File: src/rtl/lr35902_oam_dma.sv
// OAM DMA engine: a write to FF46 copies NUM_BYTES bytes from {src,8'h00} into OAM.
// It is the sole initiator on the external bus; VRAM sources stay on the internal bus.
module lr35902_oam_dma #(
  parameter int NUM_BYTES       = 160,
  parameter int CYCLES_PER_BYTE = 4,
  parameter int START_DELAY     = 4
) (
  input  logic        clk,
  input  logic        reset,
  input  logic [7:0]  reg_din,
  output logic [7:0]  reg_dout,
  input  logic        reg_read,
  input  logic        reg_write,
  output logic        dma_active,
  output logic        drv_ext,
  output logic [15:0] adr_rd,
  output logic        rd,
  input  logic [7:0]  data_in,
  output logic [7:0]  adr_wr,
  output logic        wr,
  output logic [7:0]  data_out
);

  localparam int PW = $clog2(CYCLES_PER_BYTE);
  localparam int CW = (START_DELAY > 1) ? $clog2(START_DELAY) : 1;
  localparam logic [PW-1:0] PH_LAST  = PW'(CYCLES_PER_BYTE - 1);
  localparam logic [PW-1:0] PH_LATCH = PW'(CYCLES_PER_BYTE - 2);
  localparam logic [7:0]    IDX_LAST = 8'(NUM_BYTES - 1);
  localparam logic [CW-1:0] CNT_INIT = CW'(START_DELAY - 1);

  typedef enum logic [1:0] {IDLE, START, XFER} state_t;

  state_t        state, state_n;
  logic [7:0]    src, src_n;
  logic [CW-1:0] cnt, cnt_n;
  logic [7:0]    idx, idx_n;
  logic [PW-1:0] phase, phase_n;
  logic          restart, restart_n;
  logic [7:0]    eff_n;
  logic          xfer_n;
  logic          wr_n;

  // Echo RAM E000-FDFF aliases C000-DDFF.
  function automatic logic [7:0] echo_fold(input logic [7:0] s);
    return (s >= 8'hE0) ? s - 8'h20 : s;
  endfunction

  // reg_read is a pure readback strobe with no side effect on the engine.
  assign reg_dout = src;

  always_comb begin
    state_n   = state;
    src_n     = src;
    cnt_n     = cnt;
    idx_n     = idx;
    phase_n   = phase;
    restart_n = restart;
    case (state)
      IDLE: begin
        if (reg_write) begin
          src_n     = reg_din;
          cnt_n     = CNT_INIT;
          state_n   = START;
          restart_n = 1'b0;
        end
      end
      START: begin
        if (reg_write) begin
          src_n = reg_din;
          cnt_n = CNT_INIT;
        end else if (cnt == '0) begin
          state_n = XFER;
          idx_n   = '0;
          phase_n = '0;
        end else begin
          cnt_n = cnt - 1'b1;
        end
      end
      XFER: begin
        if (reg_write) begin
          src_n     = reg_din;
          cnt_n     = CNT_INIT;
          state_n   = START;
          restart_n = 1'b1;
        end else if (phase == PH_LAST) begin
          phase_n = '0;
          if (idx == IDX_LAST) begin
            idx_n   = '0;
            state_n = IDLE;
          end else begin
            idx_n = idx + 8'd1;
          end
        end else begin
          phase_n = phase + 1'b1;
        end
      end
      default: state_n = IDLE;
    endcase
  end

  // Outputs are registered from next-state values so they line up with the state they describe.
  assign eff_n  = echo_fold(src_n);
  assign xfer_n = (state_n == XFER);
  assign wr_n   = xfer_n && (phase_n == PH_LAST);

  always_ff @(posedge clk) begin
    if (reset) begin
      state      <= IDLE;
      src        <= 8'hFF;
      cnt        <= '0;
      idx        <= '0;
      phase      <= '0;
      restart    <= 1'b0;
      dma_active <= 1'b0;
      drv_ext    <= 1'b0;
      rd         <= 1'b0;
      wr         <= 1'b0;
      adr_rd     <= '0;
      adr_wr     <= '0;
      data_out   <= '0;
    end else begin
      state      <= state_n;
      src        <= src_n;
      cnt        <= cnt_n;
      idx        <= idx_n;
      phase      <= phase_n;
      restart    <= restart_n;
      dma_active <= xfer_n || ((state_n == START) && restart_n);
      rd         <= xfer_n;
      drv_ext    <= xfer_n && (eff_n[7:5] != 3'b100);
      wr         <= wr_n;
      if (xfer_n)
        adr_rd <= {eff_n, idx_n};
      if (wr_n)
        adr_wr <= idx_n;
      if ((state == XFER) && (phase == PH_LATCH) && !reg_write)
        data_out <= data_in;
    end
  end

endmodule

File: config.mk
export PLATFORM = sky130hd
export DESIGN_NAME = lr35902_oam_dma
export DESIGN_NICKNAME = d
export VERILOG_FILES = /design/src/rtl/lr35902_oam_dma.sv
export SDC_FILE = /design/constraint.sdc
export NUM_CORES = 1
export LEC_CHECK = 0
export CORE_MARGIN = 4
export CORE_UTILIZATION = 49
export CTS_CLUSTER_DIAMETER = 200
export DETAILED_ROUTE_END_ITERATION = 6
export PLACE_DENSITY = 0.79
export SLEW_MARGIN = 25
export SYNTH_ARGS = -nofsm -noshare
export SYNTH_HDL_FRONTEND = slang
export SYNTH_SLANG_ARGS = --single-unit
File: constraint.sdc
create_clock -name clk -period 2.42 [get_ports clk]
set_input_delay 0.484 -clock clk [delete_from_list [all_inputs] [get_ports clk]]
set_output_delay 0.484 -clock clk [all_outputs]
set_load 0.005 [all_outputs]
After elaboration in Yosys (flattened, before gate mapping)
Index checks and enable logic that the tools add are counted.
Widths: inputs -> output; s select.
{"block": "word_totals", "ff_bits": 59, "input_bits": 20, "elab_cells": 70}
{"block": "classes", "addsub": 4, "n_lt_le_gt_ge": 1, "n_eq_ne": 11, "n_mux": 28, "n_reduce_logical": 13}
{"op": "$mux 8", "count": 8}
{"op": "$mux 2", "count": 13}
{"op": "$pmux 8 s2", "count": 1}
{"op": "$eq 2x2->1 const B", "count": 5}
{"op": "$add 8x1->8 const B", "count": 1}
{"op": "$eq 8x8->1 const B", "count": 1}
{"op": "$ge 8x8->1 const B", "count": 1}
{"op": "$pmux 2 s2", "count": 2}
{"op": "$sub 8x6->8 const B", "count": 1}
{"op": "$ne 3x3->1 const B", "count": 2}
{"op": "$pmux 2 s3", "count": 1}
{"op": "$logic_and 1x1->1", "count": 5}
{"op": "$eq 2x1->1 const B", "count": 2}
{"op": "$logic_not 2->1", "count": 2}
{"op": "$reduce_and 3->1", "count": 1}
{"op": "$reduce_or 3->1", "count": 1}
{"op": "$add 2x1->2 const B", "count": 1}
{"op": "$mux 1", "count": 2}
{"op": "$ne 2x1->1 const B", "count": 1}
{"op": "$pmux 1 s2", "count": 1}
{"op": "$reduce_bool 2->1", "count": 1}
{"op": "$reduce_or 2->1", "count": 1}
{"op": "$sub 2x1->2 const B", "count": 1}
{"op": "$logic_not 1->1", "count": 1}
{"op": "$logic_or 1x1->1", "count": 1}

Longest topological paths before layout
Gate-level depths: netlist of run 1.
{"block": "logic_depth", "depth_word": 8, "ltp_mapped": 10}

Least setup slack after synthesis of run 1
No wires, ideal clock.
{"block": "synth_timing", "path_type": "flip-flop to flip-flop", "from": "register state[0]", "to": "register adr_wr[6]", "arrival_ns": 2.120, "required_ns": 2.339, "path_slack_ns": 0.219, "path_stages_with_launch": 10, "n_path_buf": 1, "path_cell_list": "dfxtp_1 inv_1 ha_1 clkbuf_1 nor4bb_1 o21ai_0 a21oi_1 o211ai_2 nor2b_1 a211oi_2"}
{"block": "synth_via", "elab_chain_cells": 6}
{"element": "from (decl)", "line": "33", "rtl": "state_t state, state_n;"}
{"element": "from (signal assigned)", "line": "122", "rtl": "state <= state_n;"}
{"element": "$mux 2", "line": "87", "rtl": "if (idx == IDX_LAST) begin"}
{"element": "$mux 2", "line": "85", "rtl": "end else if (phase == PH_LAST) begin"}
{"element": "$mux 2", "line": "80", "rtl": "if (reg_write) begin"}
{"element": "$pmux 2 s3", "line": "58", "rtl": "case (state)"}
{"element": "$eq 2x2->1", "line": "103", "rtl": "assign xfer_n = (state_n == XFER);"}
{"element": "$logic_and 1x1->1", "line": "104", "rtl": "assign wr_n = xfer_n && (phase_n == PH_LAST);"}
{"element": "to (signal assigned)", "line": "135", "rtl": "adr_wr <= idx_n;"}
{"element": "to (decl)", "line": "19", "rtl": "output logic [7:0] adr_wr,"}
Several ways; a longest one is shown, not always the timed one.
A chain may end at the register's enable or synchronous reset.

Worst setup path after layout of run 1
{"block": "layout_timing", "from": "input port reg_write", "to": "register adr_rd[10]"}
{"block": "layout_via", "elab_chain_cells": 4}
{"element": "from (decl)", "line": "13", "rtl": "input logic reg_write,"}
{"element": "$mux 8", "line": "60, 68, 80"}
{"element": "$mux 8"}
{"element": "$sub 8x6->8 or $ge 8x8->1 (tied branches)", "line": "45", "rtl": "return (s >= 8'hE0) ? s - 8'h20 : s;"}
{"element": "$mux 8", "line": "45"}
{"element": "to (signal assigned)", "line": "133", "rtl": "adr_rd <= {eff_n, idx_n};"}
{"element": "to (decl)", "line": "16", "rtl": "output logic [15:0] adr_rd,"}
Several ways; a longest one is shown, not always the timed one.

==> flow_metrics.tcl, run 1 <==
set metrics [dict create \
    status "completed" \
    max_clock_freq_ghz 0.426 \
    synth_top_flop_cell "dfxtp_1" \
    drtAntennaViolNets 0 \
    grtUsageTotal_pct 21.6 \
    startpoint_type "primary input" \
    routed_wl_um 6570 \
    yosys_register_bits 59 \
    clk_latency_ns 0.32 \
    max_cap_viol_count 0 \
    cts_tree "done" \
    critPathLaunch "reg_write" \
    place_congestion 0.952 \
    synth.distinct_cells 47 \
    busiest_layer "met2" \
    htreeDepth 3 \
    routed-via-count 2301 \
    skew_ns 0.00752 \
    cpPeakStageDelay_ns 0.56 \
    syn_area_per_cell_um2 9.60 \
    port_buffers 62 \
    crit_fanout 9 \
    die_h_um 82.2 \
    cp-end-kind "flip-flop" \
    antenna_found_initial 0 \
    dieArea_mm2 0.00676 \
    timing.rr.end "adr_rd[10]$_SDFFE_PP0P_" \
    start_util_pct 51.5 \
    drt_iter0_drc 122 \
    crit_type "primary input to flip-flop" \
    r2r_start "phase[0]$_SDFF_PP0_" \
    crit_chain "clkdlybuf4s50_1 -> nor2b_1 -> nand3_1 -> o41ai_4 -> and2_4 -> buf_4 -> nor2_1 -> a211oi_2" \
    num_io_pins 64 \
    yosysSeqAreaShare_pct 43.8 \
    root_buffer "clkbuf_8" \
    met1_usage_pct 26.7 \
    path_clk_slew_ns 0.06 \
    postCtsSetupRepairBufs 0 \
    arrival_ns 2.59 \
    yosys.area.top_type_share_pct 43.8 \
    async_flop_share_pct 0 \
    cp_slowest_cell "clkdlybuf4s50_1" \
    p_leak_uw 0.00154 \
    grt_pass1_vias 2369 \
    grt_max_degree 28 \
    synth_edf_count 0 \
    min_period_ns 2.35 \
    slew_headroom_pct 64.0 \
    grt_setup_unrepaired "no" \
    slew_violations 0 \
    synth.net_count 310 \
    drc 0 \
    met3_usage_pct 6.94 \
    dp.cells 430 \
    power.density_mw_per_mm2 583 \
    peakVddDrop_mv 0.522 \
    hold_violations 0 \
    cp.required_ns 2.67 \
    area_growth_pct 40.9 \
    yosysMostFrequentCell "dfxtp_1" \
    gr-total-overflow 0 \
    place_hpwl_um 4830 \
    post-route-period-util_pct 97.0 \
    wire_per_inst_um 14.8 \
    core_area_mm2 0.00524 \
    r2r_cells 8 \
    via_per_inst 5.17 \
    layout.nets 400 \
    die-width_um 82.2 \
    tightest_slew_ns 0.538 \
    synth_top_cell_by_area "dfxtp_1" \
    final_cells 445 \
    synth_warnings 0 \
    drive_gt1_share_pct 19.2 \
    hold_path_class "primary input to flip-flop" \
    grt_pass1_wl_um 11000 \
    setup_violations 0 \
    cts_made_buffers 9 \
    fin_util_pct 72.6 \
    crit_end "adr_rd[10]$_SDFFE_PP0P_" \
    netlist_area_mm2 0.00270 \
    syn_inst 281 \
    ys_top_cells_by_area "dfxtp_1, mux2i_1, nor2_1, a211oi_2, ha_1" \
    cts_sinks 59 \
    clk_path_buf_depth 2 \
    ff2ff_setup_slack_ns 0.15 \
    yosys-top-cells-count "dfxtp_1, nor2_1, mux2i_1" \
    diodes 0 \
    use_met2_pct 35.3 \
    dr.pass1.iters 4 \
    std_cell_rows 26 \
]
layer usage:
layer	up-vias	part of all wire, %	wire (um)
li1	1168	-	-
met1	1084	45	2920
met2	47	51	3330
met3	2	4.3	284
met4	0	0.44	29
met5	-	0	0
flip-flops by register name, indices dropped and copies added, names as in the netlist:
register,cells
adr_rd,16
adr_wr,8
cnt,2
data_out,8
dma_active,1
drv_ext,1
idx,8
phase,2
rd,1
reg_dout,8
restart,1
state,2
wr,1
critical path, delay by kind of cell:
family          cells  cell delay, ns
buf+inv             2            0.74
compound gates      2            0.61
simple gates        4            0.75
final cells by class:
class	instances	area (um2)
Clock buffer	14	183
Clock inverter	1	30.0
Fill cell	392	1440
Inverter	10	37.5
Multi-Input combinational cell	198	1410
Sequential cell	59	1180
Tap cell	70	87.6
Timing Repair Buffer	93	873
repair_timing:
action	in CTS	in global routing
gates resized for setup	0	4
endpoints found under the setup margin	0	6
hold endpoints to repair	0	0
hold buffers	0	0
where the power goes:
group	internal (uW)	leakage (uW)	switching (uW)
logic	144	0.000949	132
clock network	583	0.000109	350
registers	993	0.000478	12.7
per-stage QoR:
stage,setup WS [ns],setup TNS [ns],total power [uW],hold slack [ns],area [um2]
global route,0.0115,0,2310,0.442,3800
detailed placement,-0.187,-3.62,1300,0.463,3570
floorplan,0.219,0,1170,0.437,2700
CTS,0.0982,0,2230,0.441,3780
finish,0.0726,0,2220,0.453,3800
global placement,-0.128,-2.13,1290,0.454,3570
kinds of logic (layout without fill, tap and decap cells):
| family | Yosys count | after routing | synth area share [%] |
|---|---|---|---|
| AND/OR/NAND/NOR | 107 | 107 | 19.8 |
| flip-flops | 59 | 59 | 43.8 |
| AO/OA/AOI/OAI | 56 | 56 | 17.7 |
| multiplexers | 26 | 26 | 9.64 |
| buffers and inverters | 24 | 118 | 4.87 |
| adder cells (fa/ha/maj) | 9 | 9 | 4.17 |
cell usage in the layout (no fill, tap or decap), types with 2 or more instances in the layout:
cell type         n
a211oi_1          5
a211oi_2         12
a21oi_1          10
a21oi_2           2
a22oi_1           3
a31o_2            2
a31oi_1           2
and2_1            6
and3_1            2
and3b_1           2
buf_12            2
buf_4            29
clkbuf_8         13
clkdlybuf4s50_1  61
dfxtp_1          59
ha_1              9
inv_1            10
mux2i_1          26
nand2_1          13
nand2b_1          5
nand3_1           5
nand3b_1          2
nand4_1           2
nor2_1           47
nor2b_1           9
nor3_1            4
nor3_2            2
nor3b_1           2
o21a_1            2
o21ai_0           5
worst min path at each step:
stage,start,endpoint,slack (ns),cells after the start
3_5_place_dp,cnt[0]$_SDFFE_PP0P_,cnt[0]$_SDFFE_PP0P_,0.46,1
6_report,reset,phase[1]$_SDFF_PP0_,0.45,2
3_3_place_gp,cnt[0]$_SDFFE_PP0P_,cnt[0]$_SDFFE_PP0P_,0.45,1
4_1_cts,reset,phase[1]$_SDFF_PP0_,0.44,2
5_1_grt,reset,state[0]$_SDFF_PP0_,0.44,2
2_1_floorplan,cnt[0]$_SDFFE_PP0P_,cnt[0]$_SDFFE_PP0P_,0.44,1
Power figures use the tool's default switching activity.
==> run 2, diff against run 1 <==
SKIP_LAST_GASP = 1   (was not set)
==> results of run 2 <==
The final DEF is identical to that of run 1; final timing and power are the same.
==> run 3, diff against run 2 <==
CORE_UTILIZATION = 40   (was 49)
PLACE_DENSITY = 0.66   (was 0.79)
RECOVER_POWER = 100   (was not set)
==> run 3 against run 2 <==
Effect of this change:
- sequential power barely moved
- first-iteration DRC count grew 1.6%
- clock skew hardly changed
- sequential share of layout area is 0.65 points higher
- register-to-register slack improved by 0.05 ns
- combinational power shrank 12%
- largest cell class unchanged
==> flow_metrics.tcl, run 3 (same netlist as run 1, synthesis figures left out) <==
set metrics [dict create \
    slew_headroom_pct 62.9 \
    place_ws_ns -0.101 \
    crit_type "primary input to flip-flop" \
    cp-end-kind "flip-flop" \
    area_growth_pct 38.0 \
    hold_path_class "flip-flop to flip-flop" \
    hold_start "adr_wr[2]$_SDFFE_PP0P_" \
    place_congestion 0.804 \
    regMostFlops "adr_rd" \
    dieArea_mm2 0.00813 \
    grtUsageTotal_pct 15.6 \
    wire_per_inst_um 13.6 \
    diodes 0 \
    layout.nets 398 \
    final_common_cell "dfxtp_1" \
    cts_made_buffers 9 \
    drtAntennaViolNets 0 \
    p_clk_share_pct 43.2 \
    clk_latency_ns 0.32 \
    drc 0 \
    post-route-period-util_pct 93.2 \
    tightest_slew_ns 0.555 \
    grt_setup_unrepaired "no" \
    drive_gt1_share_pct 15.2 \
    combPwrFrac_pct 11.0 \
    crit_fanout 13 \
    area.sequential_mm2 0.00118 \
    status "completed" \
    dr.pass1.iters 4 \
    hold_violations 0 \
    startpoint_type "primary input" \
    antenna_found_initial 0 \
    pwr-share-seq_pct 45.8 \
    max_cap_viol_count 0 \
    std_cell_rows 29 \
    p_leak_uw 0.00160 \
    min_period_ns 2.25 \
    cts_tree "done" \
    skew_ns 0.00791 \
    die_h_um 90.1 \
    multi_input_area_mm2 0.00137 \
    gr-total-overflow 0 \
    p_int_uw 1690 \
    htreeDepth 3 \
    clk_path_buf_depth 2 \
    setup_violations 0 \
    peakVddDrop_mv 0.388 \
    routed_wl_um 6130 \
    via_per_inst 5.03 \
    switching_share_pct 22.9 \
    ctsResizeCount 0 \
    root_buffer "clkbuf_8" \
    place_hpwl_um 4540 \
    switchingPower_uw 503 \
    start_util_pct 41.8 \
    path_clk_slew_ns 0.07 \
    layout_common_cells "dfxtp_1, nor2_1, dlygate4sd3_1, mux2i_1" \
    grt_max_degree 28 \
    arrival_ns 2.46 \
    critPathLaunch "reg_write" \
    drt_iter0_drc 124 \
    max_clock_freq_ghz 0.444 \
    largest_register_ffs 16 \
    postCtsSetupRepairBufs 0 \
    port_buffers 62 \
    die-width_um 90.1 \
    cts_sinks 59 \
    routed-via-count 2268 \
    slew_violations 0 \
    grt_pass1_vias 2223 \
    num_io_pins 64 \
    whs_ns 0.477 \
    grt_pass1_wl_um 10500 \
    fill_cells 606 \
    power.density_mw_per_mm2 589 \
    cp.required_ns 2.63 \
    core_area_mm2 0.00646 \
    r2r_start "phase[0]$_SDFF_PP0_" \
    fin_ws_ns 0.165 \
    hold_buffers 0 \
]
[run 3: layout make-up]
| type | count | share of cell area, % |
|---|---|---|
| multi-input cells | 198 | 36.6 |
| flip-flops and latches | 59 | 31.7 |
| repair buffers | 91 | 22.4 |
| clock buffers | 11 | 3.53 |
| well taps | 77 | 2.59 |
| clock inverters | 5 | 2.08 |
| inverters | 10 | 1.01 |
[run 3: metrics by stage]
stage          utilization (%)  total power, uW  instance area, um2  TNS [ns]  cells
6_report                  57.7             2190                3720         0    451
5_1_grt                   57.7             2300                3720         0    451
4_1_cts                   58.3             2250                3770         0    451
3_5_place_dp              55.1             1290                3560     -1.08    435
3_3_place_gp              55.1             1280                3560    -0.615    435
2_1_floorplan                -             1170                2700         0    281
[run 3: worst paths after layout]
path | endpoint | slack, ns | cells after the start
worst max-delay path | adr_rd[7]$_SDFFE_PP0P_ | 0.17 | 9
worst min-delay path | adr_wr[2]$_SDFFE_PP0P_ | 0.48 | 1
worst max register to register | adr_rd[7]$_SDFFE_PP0P_ | 0.20 | 8
worst min register to register | adr_wr[2]$_SDFFE_PP0P_ | 0.48 | 1
[run 3: metal layers]
| layer | routed length, um | GRT usage (%) | vias up |
|---|---|---|---|
| met2 | 2900 | 24.8 | 38 |
| met1 | 2970 | 20.2 | 1057 |
| met5 | 0 | 0 | - |
| met4 | 55 | 6.12 | 0 |
| li1 | - | - | 1167 |
| met3 | 204 | 3.92 | 6 |
[run 3: critical path: stages]
cell	delay (ns)
clkdlybuf4s50_1	0.40
buf_4	0.18
nor2b_1	0.16
nand3_1	0.14
o41ai_4	0.35
and2_2	0.34
buf_4	0.17
mux2i_1	0.19
nor2_1	0.05
[run 3: power by group through the flow]
stage	clock network (uW)	logic, uW	registers (uW)
floorplan	0	143	1030
global placement	0	257	1030
detailed placement	0	259	1030
CTS	980	261	1010
global route	1020	269	1010
finish	948	242	1000
